`src/rtl/io_pkg.sv`:
```
// Shared constants and types for the input-scan block.
package io_pkg;
    localparam int         IO_DATA_W     = 32;
    localparam logic [5:0] IO_STATUS_IDX = 6'h3F;
    localparam int         IO_NPORTS_DEF = 3;
    localparam int         IO_DB_W       = 4;

    typedef enum logic [1:0] {
        RD_NONE,
        RD_PORT,
        RD_STATUS
    } rd_sel_e;
endpackage

```
`src/rtl/io_port_sampler.sv`:
```
// Per-port 2-flop synchronizer, optional debounce (IO_SCAN_DEBOUNCE_EN) and latched value.
// Latency: 2 sync cycles, then latches on the cycle scan_en selects this port (DB_CNT scans with debounce).
// Backpressure: none; load is a single-cycle strobe to the parent.
module io_port_sampler
    import io_pkg::*;
#(
    parameter int DB_CNT = 4
) (
    input  logic                 io_clk,
    input  logic                 resetn,
    input  logic [IO_DATA_W-1:0] in_raw,
    input  logic                 scan_en,
    output logic [IO_DATA_W-1:0] in_reg,
    output logic                 load
);
    logic [IO_DATA_W-1:0] sync1_q, sync1_d;
    logic [IO_DATA_W-1:0] sync2_q, sync2_d;
    logic [IO_DATA_W-1:0] in_reg_q, in_reg_d;

    always_ff @(posedge io_clk or negedge resetn) begin
        if (!resetn) begin
            sync1_q  <= '0;
            sync2_q  <= '0;
            in_reg_q <= '0;
        end else begin
            sync1_q  <= sync1_d;
            sync2_q  <= sync2_d;
            in_reg_q <= in_reg_d;
        end
    end

`ifdef IO_SCAN_DEBOUNCE_EN
    localparam logic [IO_DB_W-1:0] DB_LIM = IO_DB_W'(DB_CNT);

    logic [IO_DATA_W-1:0] cand_q, cand_d;
    logic [IO_DB_W-1:0]   cnt_q, cnt_d;

    // A run of identical differing samples counts up; any other sample restarts it.
    always_comb begin
        sync1_d  = in_raw;
        sync2_d  = sync1_q;
        in_reg_d = in_reg_q;
        cand_d   = cand_q;
        cnt_d    = cnt_q;
        load     = 1'b0;
        if (scan_en) begin
            if (sync2_q == in_reg_q) begin
                cnt_d = '0;
            end else begin
                if (cnt_q != '0 && cand_q == sync2_q) begin
                    cnt_d = (cnt_q == '1) ? cnt_q : cnt_q + IO_DB_W'(1);
                end else begin
                    cand_d = sync2_q;
                    cnt_d  = IO_DB_W'(1);
                end
                if (cnt_d >= DB_LIM) begin
                    load     = 1'b1;
                    in_reg_d = sync2_q;
                    cnt_d    = '0;
                end
            end
        end
    end

    always_ff @(posedge io_clk or negedge resetn) begin
        if (!resetn) begin
            cand_q <= '0;
            cnt_q  <= '0;
        end else begin
            cand_q <= cand_d;
            cnt_q  <= cnt_d;
        end
    end
`else
    localparam int unused_db_cnt = DB_CNT;

    always_comb begin
        sync1_d  = in_raw;
        sync2_d  = sync1_q;
        load     = scan_en && (sync2_q != in_reg_q);
        in_reg_d = load ? sync2_q : in_reg_q;
    end
`endif

    assign in_reg = in_reg_q;
endmodule

```
`src/rtl/io_input_scan.sv`:
```
// Round-robin input scanner with pending flags, irq and a CPU read port (debounce via IO_SCAN_DEBOUNCE_EN).
// Latency: reads return on the next cycle; irq follows pending by one cycle.
// Backpressure: none; a read is accepted every cycle rd_en is high.
module io_input_scan
    import io_pkg::*;
#(
    parameter int NPORTS = IO_NPORTS_DEF,
    parameter int DB_CNT = 4
) (
    input  logic                             io_clk,
    input  logic                             resetn,
    input  logic [NPORTS-1:0][IO_DATA_W-1:0] in_port,
    input  logic                             rd_en,
    input  logic [31:0]                      addr,
    output logic [IO_DATA_W-1:0]             io_read_data,
    output logic                             rd_valid,
    output logic [NPORTS-1:0]                pending,
    output logic                             irq
);
    localparam int SW = (NPORTS > 1) ? $clog2(NPORTS) : 1;

    logic [SW-1:0]                    scan_idx_q, scan_idx_d;
    logic [NPORTS-1:0]                pending_q, pending_d;
    logic                             irq_q, irq_d;
    logic                             rd_valid_q, rd_valid_d;
    logic [IO_DATA_W-1:0]             rdata_q, rdata_d;
    logic [NPORTS-1:0][IO_DATA_W-1:0] in_reg;
    logic [NPORTS-1:0]                load;
    logic [NPORTS-1:0]                clr;
    logic [5:0]                       rd_idx;
    rd_sel_e                          rd_sel;
    logic                             unused_addr;

    assign rd_idx      = addr[7:2];
    assign unused_addr = ^{addr[31:8], addr[1:0]};

    for (genvar i = 0; i < NPORTS; i++) begin : g_port
        io_port_sampler #(.DB_CNT(DB_CNT)) u_sampler (
            .io_clk  (io_clk),
            .resetn  (resetn),
            .in_raw  (in_port[i]),
            .scan_en (scan_idx_q == SW'(i)),
            .in_reg  (in_reg[i]),
            .load    (load[i])
        );
    end

    // Read data is taken from in_reg before this edge's load, and a load beats a clear.
    always_comb begin
        scan_idx_d = (scan_idx_q == SW'(NPORTS - 1)) ? '0 : scan_idx_q + SW'(1);
        rd_sel     = RD_NONE;
        clr        = '0;
        rdata_d    = rdata_q;
        rd_valid_d = rd_en;
        if (rd_idx < 6'(NPORTS)) begin
            rd_sel = RD_PORT;
        end else if (rd_idx == IO_STATUS_IDX) begin
            rd_sel = RD_STATUS;
        end
        if (rd_en) begin
            rdata_d = '0;
            for (int i = 0; i < NPORTS; i++) begin
                if (rd_sel == RD_PORT && rd_idx == 6'(i)) begin
                    clr[i]  = 1'b1;
                    rdata_d = in_reg[i];
                end
            end
            if (rd_sel == RD_STATUS) begin
                rdata_d = IO_DATA_W'(pending_q);
            end
        end
        pending_d = (pending_q & ~clr) | load;
        irq_d     = |pending_q;
    end

    always_ff @(posedge io_clk or negedge resetn) begin
        if (!resetn) begin
            scan_idx_q <= '0;
            pending_q  <= '0;
            irq_q      <= 1'b0;
            rd_valid_q <= 1'b0;
            rdata_q    <= '0;
        end else begin
            scan_idx_q <= scan_idx_d;
            pending_q  <= pending_d;
            irq_q      <= irq_d;
            rd_valid_q <= rd_valid_d;
            rdata_q    <= rdata_d;
        end
    end

    assign io_read_data = rdata_q;
    assign rd_valid     = rd_valid_q;
    assign pending      = pending_q;
    assign irq          = irq_q;
endmodule

```
`config.mk`:
```
export PLATFORM = sky130hd
export DESIGN_NAME = io_input_scan
export DESIGN_NICKNAME = d
export VERILOG_FILES = /design/src/rtl/io_pkg.sv /design/src/rtl/io_port_sampler.sv /design/src/rtl/io_input_scan.sv
export SDC_FILE = /design/constraint.sdc
export NUM_CORES = 1
export LEC_CHECK = 0
export CORE_AREA = 4 4 151 153
export CTS_BUF_LIST = sky130_fd_sc_hd__clkbuf_8
export DETAILED_ROUTE_END_ITERATION = 16
export DIE_AREA = 0 0 155 157
export PLACE_DENSITY = 0.79
export SLEW_MARGIN = 20
export SYNTH_ARGS = -nofsm -noshare
export SYNTH_HDL_FRONTEND = slang
export SYNTH_HIERARCHICAL = 1
export SYNTH_SLANG_ARGS = --single-unit
export TNS_END_PERCENT = 30
```
`constraint.sdc`:
```
create_clock -name io_clk -period 4.9 [get_ports io_clk]
set_clock_uncertainty 0.2 [all_clocks]
set_input_delay 0.98 -clock io_clk [delete_from_list [all_inputs] [get_ports io_clk]]
set_output_delay 0.98 -clock io_clk [all_outputs]
set_load 0.01 [all_outputs]
```
==> results.json, run 1 <==
{
  "rows": 54,
  "async_flop_share_pct": 100,
  "drt_iter0_markers": 299,
  "worstRegToRegCells": 6,
  "period_minus_slack_ns": 3.17,
  "p_leak_nw": 6.16,
  "clkTransAtPathRegs_ns": 0.06,
  "post-place-ws_ns": 1.18,
  "fin_util_pct": 66.6,
  "critPathKind": "register to register",
  "powerDensity_mw_per_mm2": 386,
  "startpoint_type": "register",
  "nets": 1055,
  "synth_area_mm2": 0.0116,
  "grt_pass1_wl_mm": 37.0,
  "die_w_um": 155,
  "hold_viol_final": 0,
  "postCtsSetupBuffers": 0,
  "netlist.top_cell.by_area": "dfrtp_1",
  "fin_crit_sh_pct": 64.7,
  "initial_core_util_pct": 53.8,
  "io_pins": 168,
  "antenna_found_initial": 0,
  "place_congestion": 0.803,
  "yosys_warnings": 6,
  "first_global_vias": 7002,
  "grt_max_degree": 137,
  "synth_edf_count": 0,
  "fin_setup_tns_ns": 0,
  "syn_inst": 746,
  "antennaDiodeCount": 0,
  "ys.flop_type": "dfrtp_1",
  "cts_sinks": 327,
  "ant_nets": 0,
  "root_buffer": "clkbuf_8",
  "insertion_delay_ns": 0.55,
  "yosysTopAreaCellShare_pct": 70.6,
  "cts_tree": "done",
  "synth_area_leaders": "dfrtp_1 (71%), mux2_2 (9.3%), xor2_1 (7.3%)",
  "run_status": "finished clean",
  "cts_buffers": 51,
  "cts_hold_buf": 0,
  "worstPathMaxFanout": 17,
  "ir_worst_vdd_mv": 0.312,
  "relSlewSlack_pct": 40.3,
  "via_per_inst": 5.24,
  "tightest_slew_ns": 0.896,
  "grt_overflow": 0,
  "post_drt_wl_per_cell_um": 18.6,
  "drive_gt1_share_pct": 20.9,
  "io_buffers": 141,
  "dieArea_mm2": 0.0243,
  "clk_path_buf_depth": 3,
  "r2r_start": "g_port[2].u_sampler/in_reg[4]$_DFFE_PN0P_",
  "dp_hpwl_mm": 15.8,
  "hp-start": "g_port[2].u_sampler/sync1_q[21]$_DFF_PN0_",
  "hold_path.class": "register to register",
  "setup_violations": 0,
  "grt_usage_pct": 19.5,
  "vias": 6518,
  "ctsHtreeMaxLevel": 2,
  "syn_nets": 877,
  "most-common-layout-cells": "dfrtp_1 (327), clkdlybuf4s50_1 (139), xor2_1 (96), mux2_2 (96), clkbuf_8 (69)",
  "worst_ep_arrival_time_ns": 3.40,
  "drtPass1Iterations": 4,
  "ctsResizeCount": 0,
  "die_h_um": 157,
  "setup_ws_ns": 1.73,
  "end_kind": "register",
  "drv_slew": 0,
  "max_freq_mhz": 315,
  "rsz0062_at_grt": "false",
  "routed_wl_mm": 23.2,
  "ff2ff_setup_slack_ns": 1.73,
  "reg2reg_to": "g_port[2].u_sampler/in_reg[11]$_DFFE_PN0P_",
  "coreArea_mm2": 0.0216,
  "synth-seq-area-share_pct": 70.6,
  "syn_to_final_growth_pct": 23.9,
  "syn_avg_cell_area_um2": 15.5,
  "final_common_cell": "dfrtp_1",
  "remaining_drc_errors": 0,
  "cap_violations": 0,
  "critPathRequiredTime_ns": 5.13,
  "synth_cell_types": 29,
  "hold_path_end": "g_port[2].u_sampler/sync2_q[21]$_DFF_PN0_",
  "yosys_register_bits": 327,
  "min_path_cells": 0
}
==> per-stage QoR <==
step / hold WS, ns / instance area [um2] / instances / power [mW]
finish: 0.138 / 14400 / 1244 / 5.54
global route: 0.142 / 14400 / 1244 / 5.78
CTS: 0.139 / 14300 / 1243 / 5.61
detailed placement: 0.135 / 13200 / 1150 / 3.29
global placement: 0.132 / 13200 / 1150 / 3.28
floorplan: 0.131 / 11600 / 746 / 3.07
==> metal layers <==
metal | GRT usage [%] | wire, um
met1 | 26.2 | 9660
met4 | 6.27 | 565
met2 | 32.2 | 11600
met5 | 0 | 0
met3 | 4.54 | 1360
==> kinds of logic (layout without fill, tap and decap cells) <==
| kind of cell | count (synthesis) | in the layout | share of synthesized area (%) |
|---|---|---|---|
| buffers and inverters | 64 | 282 | 2.97 |
| xor gates and xnor gates | 96 | 96 | 7.26 |
| and+or+nand+nor | 61 | 61 | 3.10 |
| AOI/OAI and AO/OA | 99 | 99 | 6.46 |
| DFF | 327 | 327 | 70.6 |
| muxes | 99 | 99 | 9.59 |
==> cell usage after synthesis, drive strengths merged, types with 4 or more instances <==
cell	instances
nand4	6
nor2	7
xor2	96
o211ai	29
inv	32
o22ai	29
buf	24
mux2	96
dfrtp	327
nand2	10
a221oi	29
nor4	25
clkbuf	8
and2	4
o21ai	6
==> power breakdown <==
group	switching [mW]	internal (mW)
clock	0.996	1.30
sequential	0.0878	2.83
combinational	0.144	0.175
==> critical path: stages, from the launching register on <==
cell     delay (ns)
dfrtp_1        0.41
xor2_1         0.18
nor4_1         0.53
nand4_1        0.23
o21ai_2        0.73
buf_4          0.39
mux2_2         0.37
==> layout make-up <==
type,instances,area [um2]
tap,280,350
clock buffer,69,950
timing repair buffer,157,1560
sequential,327,8180
inverter,32,120
clock inverter,24,126
multi-input combinational,355,3060
fill,1530,7200
==> worst max-delay path by stage <==
| stage | from | to | slack, ns | depth (start not counted) |
|---|---|---|---|---|
| floorplan | addr[5] | pending[1]$_DFF_PN0_ | 2.42 | 5 |
| global placement | addr[5] | pending[1]$_DFF_PN0_ | 1.25 | 6 |
| detailed placement | addr[5] | io_read_data[18]$_DFFE_PN0P_ | 1.18 | 6 |
| CTS | addr[5] | io_read_data[18]$_DFFE_PN0P_ | 1.77 | 6 |
| global route | addr[5] | io_read_data[18]$_DFFE_PN0P_ | 1.51 | 6 |
| finish | g_port[2].u_sampler/in_reg[4]$_DFFE_PN0P_ | g_port[2].u_sampler/in_reg[11]$_DFFE_PN0P_ | 1.73 | 6 |
Power figures use the tool's default switching activity.
==> run 2: changes to the inputs <==
--- a/config.mk
+++ b/config.mk
@@ -5,11 +5,11 @@
 export SDC_FILE = /design/constraint.sdc
 export NUM_CORES = 1
 export LEC_CHECK = 0
-export CORE_AREA = 4 4 151 153
+export CORE_AREA = 4 4 156 158
 export CTS_BUF_LIST = sky130_fd_sc_hd__clkbuf_8
 export DETAILED_ROUTE_END_ITERATION = 16
-export DIE_AREA = 0 0 155 157
-export PLACE_DENSITY = 0.79
+export DIE_AREA = 0 0 160 162
+export PLACE_DENSITY = 0.78
 export SLEW_MARGIN = 20
 export SYNTH_ARGS = -nofsm -noshare
 export SYNTH_HDL_FRONTEND = slang
==> constraint.sdc (replaced) <==
create_clock -name io_clk -period 2.6 [get_ports io_clk]
set_clock_uncertainty 0.2 [all_clocks]
set_input_delay 0.52 -clock io_clk [delete_from_list [all_inputs] [get_ports io_clk]]
set_output_delay 0.52 -clock io_clk [all_outputs]
set_load 0.01 [all_outputs]
==> run 2 against run 1 <==
Net effect: sequential cell count stayed put; first-iteration DRC count increased by 5.0%; critical path depth rose by 1; cell area rose by 2.2%; register-to-register slack worse by 1.6 ns; sequential share of layout area is 1.2 points lower; count of clock-buffer cells in the layout down 5; final cell count is 2.1% higher; die area grew 6.5%; critical path type unchanged; largest cell class unchanged; highest routed layer unchanged.
==> results.json, run 2 (same netlist as run 1, synthesis figures left out) <==
{
  "run_status": "finished clean",
  "ctsHtreeMaxLevel": 2,
  "grt_usage_pct": 18.5,
  "first_global_vias": 7145,
  "grt_max_degree": 69,
  "antennaDiodeCount": 0,
  "end_kind": "register",
  "clk_path_buf_depth": 3,
  "io_pins": 168,
  "io_buffers": 141,
  "critPathRequiredTime_ns": 2.84,
  "ant_nets": 0,
  "die_h_um": 162,
  "root_buffer": "clkbuf_8",
  "seqPwrFrac_pct": 51.1,
  "max_freq_mhz": 397,
  "fin_util_pct": 63.5,
  "drt_iter0_markers": 314,
  "rows": 56,
  "nets": 1073,
  "hold_viol_final": 0,
  "die_w_um": 160,
  "cap_violations": 0,
  "postCtsSetupBuffers": 0,
  "via_per_inst": 5.21,
  "antenna_found_initial": 0,
  "clkTransAtPathRegs_ns": 0.06,
  "dieArea_mm2": 0.0259,
  "fin_crit_sh_pct": 96.9,
  "fillerInstances": 1697,
  "place_congestion": 0.801,
  "hp-start": "rd_en",
  "insertion_delay_ns": 0.57,
  "final_common_cell": "dfrtp_1",
  "period_minus_slack_ns": 2.52,
  "worstRegToRegCells": 7,
  "drtPass1Iterations": 4,
  "powerDensity_mw_per_mm2": 734,
  "remaining_drc_errors": 0,
  "coreArea_mm2": 0.0231,
  "routed_wl_mm": 23.4,
  "relSlewSlack_pct": 66.7,
  "setup_violations": 0,
  "grt_overflow": 0,
  "power_mw": 10.8,
  "cts_sinks": 327,
  "drv_slew": 0,
  "rsz0062_at_grt": "false",
  "hold_path_end": "rd_valid$_DFF_PN0_",
  "hold_path.class": "input port to register",
  "p_sw_share_pct": 21.9,
  "p_leak_nw": 6.32,
  "ir_worst_vdd_mv": 0.404,
  "tightest_slew_ns": 0.495,
  "cts_tree": "done",
  "clkPwrFrac_pct": 43.1,
  "grt_pass1_wl_mm": 37.6,
  "post_drt_wl_per_cell_um": 18.4,
  "worstPathMaxFanout": 19,
  "dp_hpwl_mm": 16.5,
  "startpoint_type": "register",
  "most-common-layout-cells": "dfrtp_1 (327), clkdlybuf4s50_1 (139), xor2_1 (96), mux2_2 (96), clkbuf_8 (64)",
  "intPower_mw": 8.41,
  "startpoint": "g_port[0].u_sampler/in_reg[4]$_DFFE_PN0P_",
  "reg2reg_to": "g_port[0].u_sampler/in_reg[1]$_DFFE_PN0P_",
  "drive_gt1_share_pct": 22.0,
  "combPwrFrac_pct": 5.8,
  "vias": 6614,
  "syn_to_final_growth_pct": 26.7,
  "ff2ff_setup_slack_ns": 0.08,
  "initial_core_util_pct": 50.1,
  "critPathKind": "register to register",
  "min_path_cells": 2,
  "worst_ep_arrival_time_ns": 2.76,
  "switchingPower_mw": 2.36,
  "cts_buffers": 52,
  "r2r_start": "g_port[0].u_sampler/in_reg[4]$_DFFE_PN0P_"
}
run 2: cell type report:
class | count | area [um2] | share of cell area, %
clock buffer | 64 | 881 | 6.00
clock inverter | 28 | 258 | 1.76
inverter | 32 | 120 | 0.818
multi-input combinational | 355 | 3070 | 20.9
sequential | 327 | 8180 | 55.8
tap | 290 | 363 | 2.47
timing repair buffer | 174 | 1800 | 12.3
run 2: layer usage:
metal  vias up  routed length [um]  global-route usage [%]
li1       3021                   -                       -
met1      3360                9670                    24.2
met2       198               11900                    31.8
met3        35                1450                    4.49
met4         0                 354                    4.69
met5         -                   0                       0
run 2: repair_timing:
action,4_1_cts,5_1_grt
endpoints found under the hold margin,50,0
hold buffers,1,0
endpoints found under the setup margin,2,31
resized for setup,1,1
gates cloned,0,0
run 2: worst max-delay path by stage:
stage,end,slack [ns]
2_1_floorplan,g_port[2].u_sampler/in_reg[10]$_DFFE_PN0P_,0.55
3_3_place_gp,io_read_data[7]$_DFFE_PN0P_,-0.01
3_5_place_dp,io_read_data[7]$_DFFE_PN0P_,-0.08
4_1_cts,g_port[1].u_sampler/in_reg[14]$_DFFE_PN0P_,0.13
5_1_grt,g_port[0].u_sampler/in_reg[1]$_DFFE_PN0P_,0.03
6_report,g_port[0].u_sampler/in_reg[1]$_DFFE_PN0P_,0.08
run 2: through the flow:
stage               worst slack, ns  std cells  hold WS [ns]  cell area, um2  setup TNS [ns]
global route                 0.0263       1270         0.119           14700               0
detailed placement          -0.0778       1177         0.135           13500          -0.524
global placement            -0.0103       1177         0.132           13500         -0.0239
floorplan                     0.547        746        0.0244           11600               0
finish                       0.0801       1270         0.138           14700               0
CTS                           0.135       1270         0.109           14700               0
run 2: power by group through the flow:
stage          clock network, mW  registers [mW]  logic, mW
4_1_cts                     4.77            5.51      0.635
2_1_floorplan                  0            5.55      0.237
5_1_grt                     5.02            5.53      0.693
3_3_place_gp                   0            5.58      0.616
6_report                    4.64            5.50      0.625
3_5_place_dp                   0            5.59      0.628
run 2: critical path: stages, from the launching register on:
cell     delay, ns
dfrtp_1       0.42
xor2_1        0.19
nor4_2        0.43
buf_4         0.18
nand4_1       0.10
o21ai_2       0.30
buf_12        0.21
mux2_2        0.35
==> run 3: changes to the inputs <==
--- a/config.mk
+++ b/config.mk
@@ -5,6 +5,7 @@
 export SDC_FILE = /design/constraint.sdc
 export NUM_CORES = 1
 export LEC_CHECK = 0
+export CAP_MARGIN = 10
 export CORE_AREA = 4 4 156 158
 export CTS_BUF_LIST = sky130_fd_sc_hd__clkbuf_8
 export DETAILED_ROUTE_END_ITERATION = 16
==> results of run 3 <==
Same layout as run 2: the final DEF is identical, and so are final timing and power.
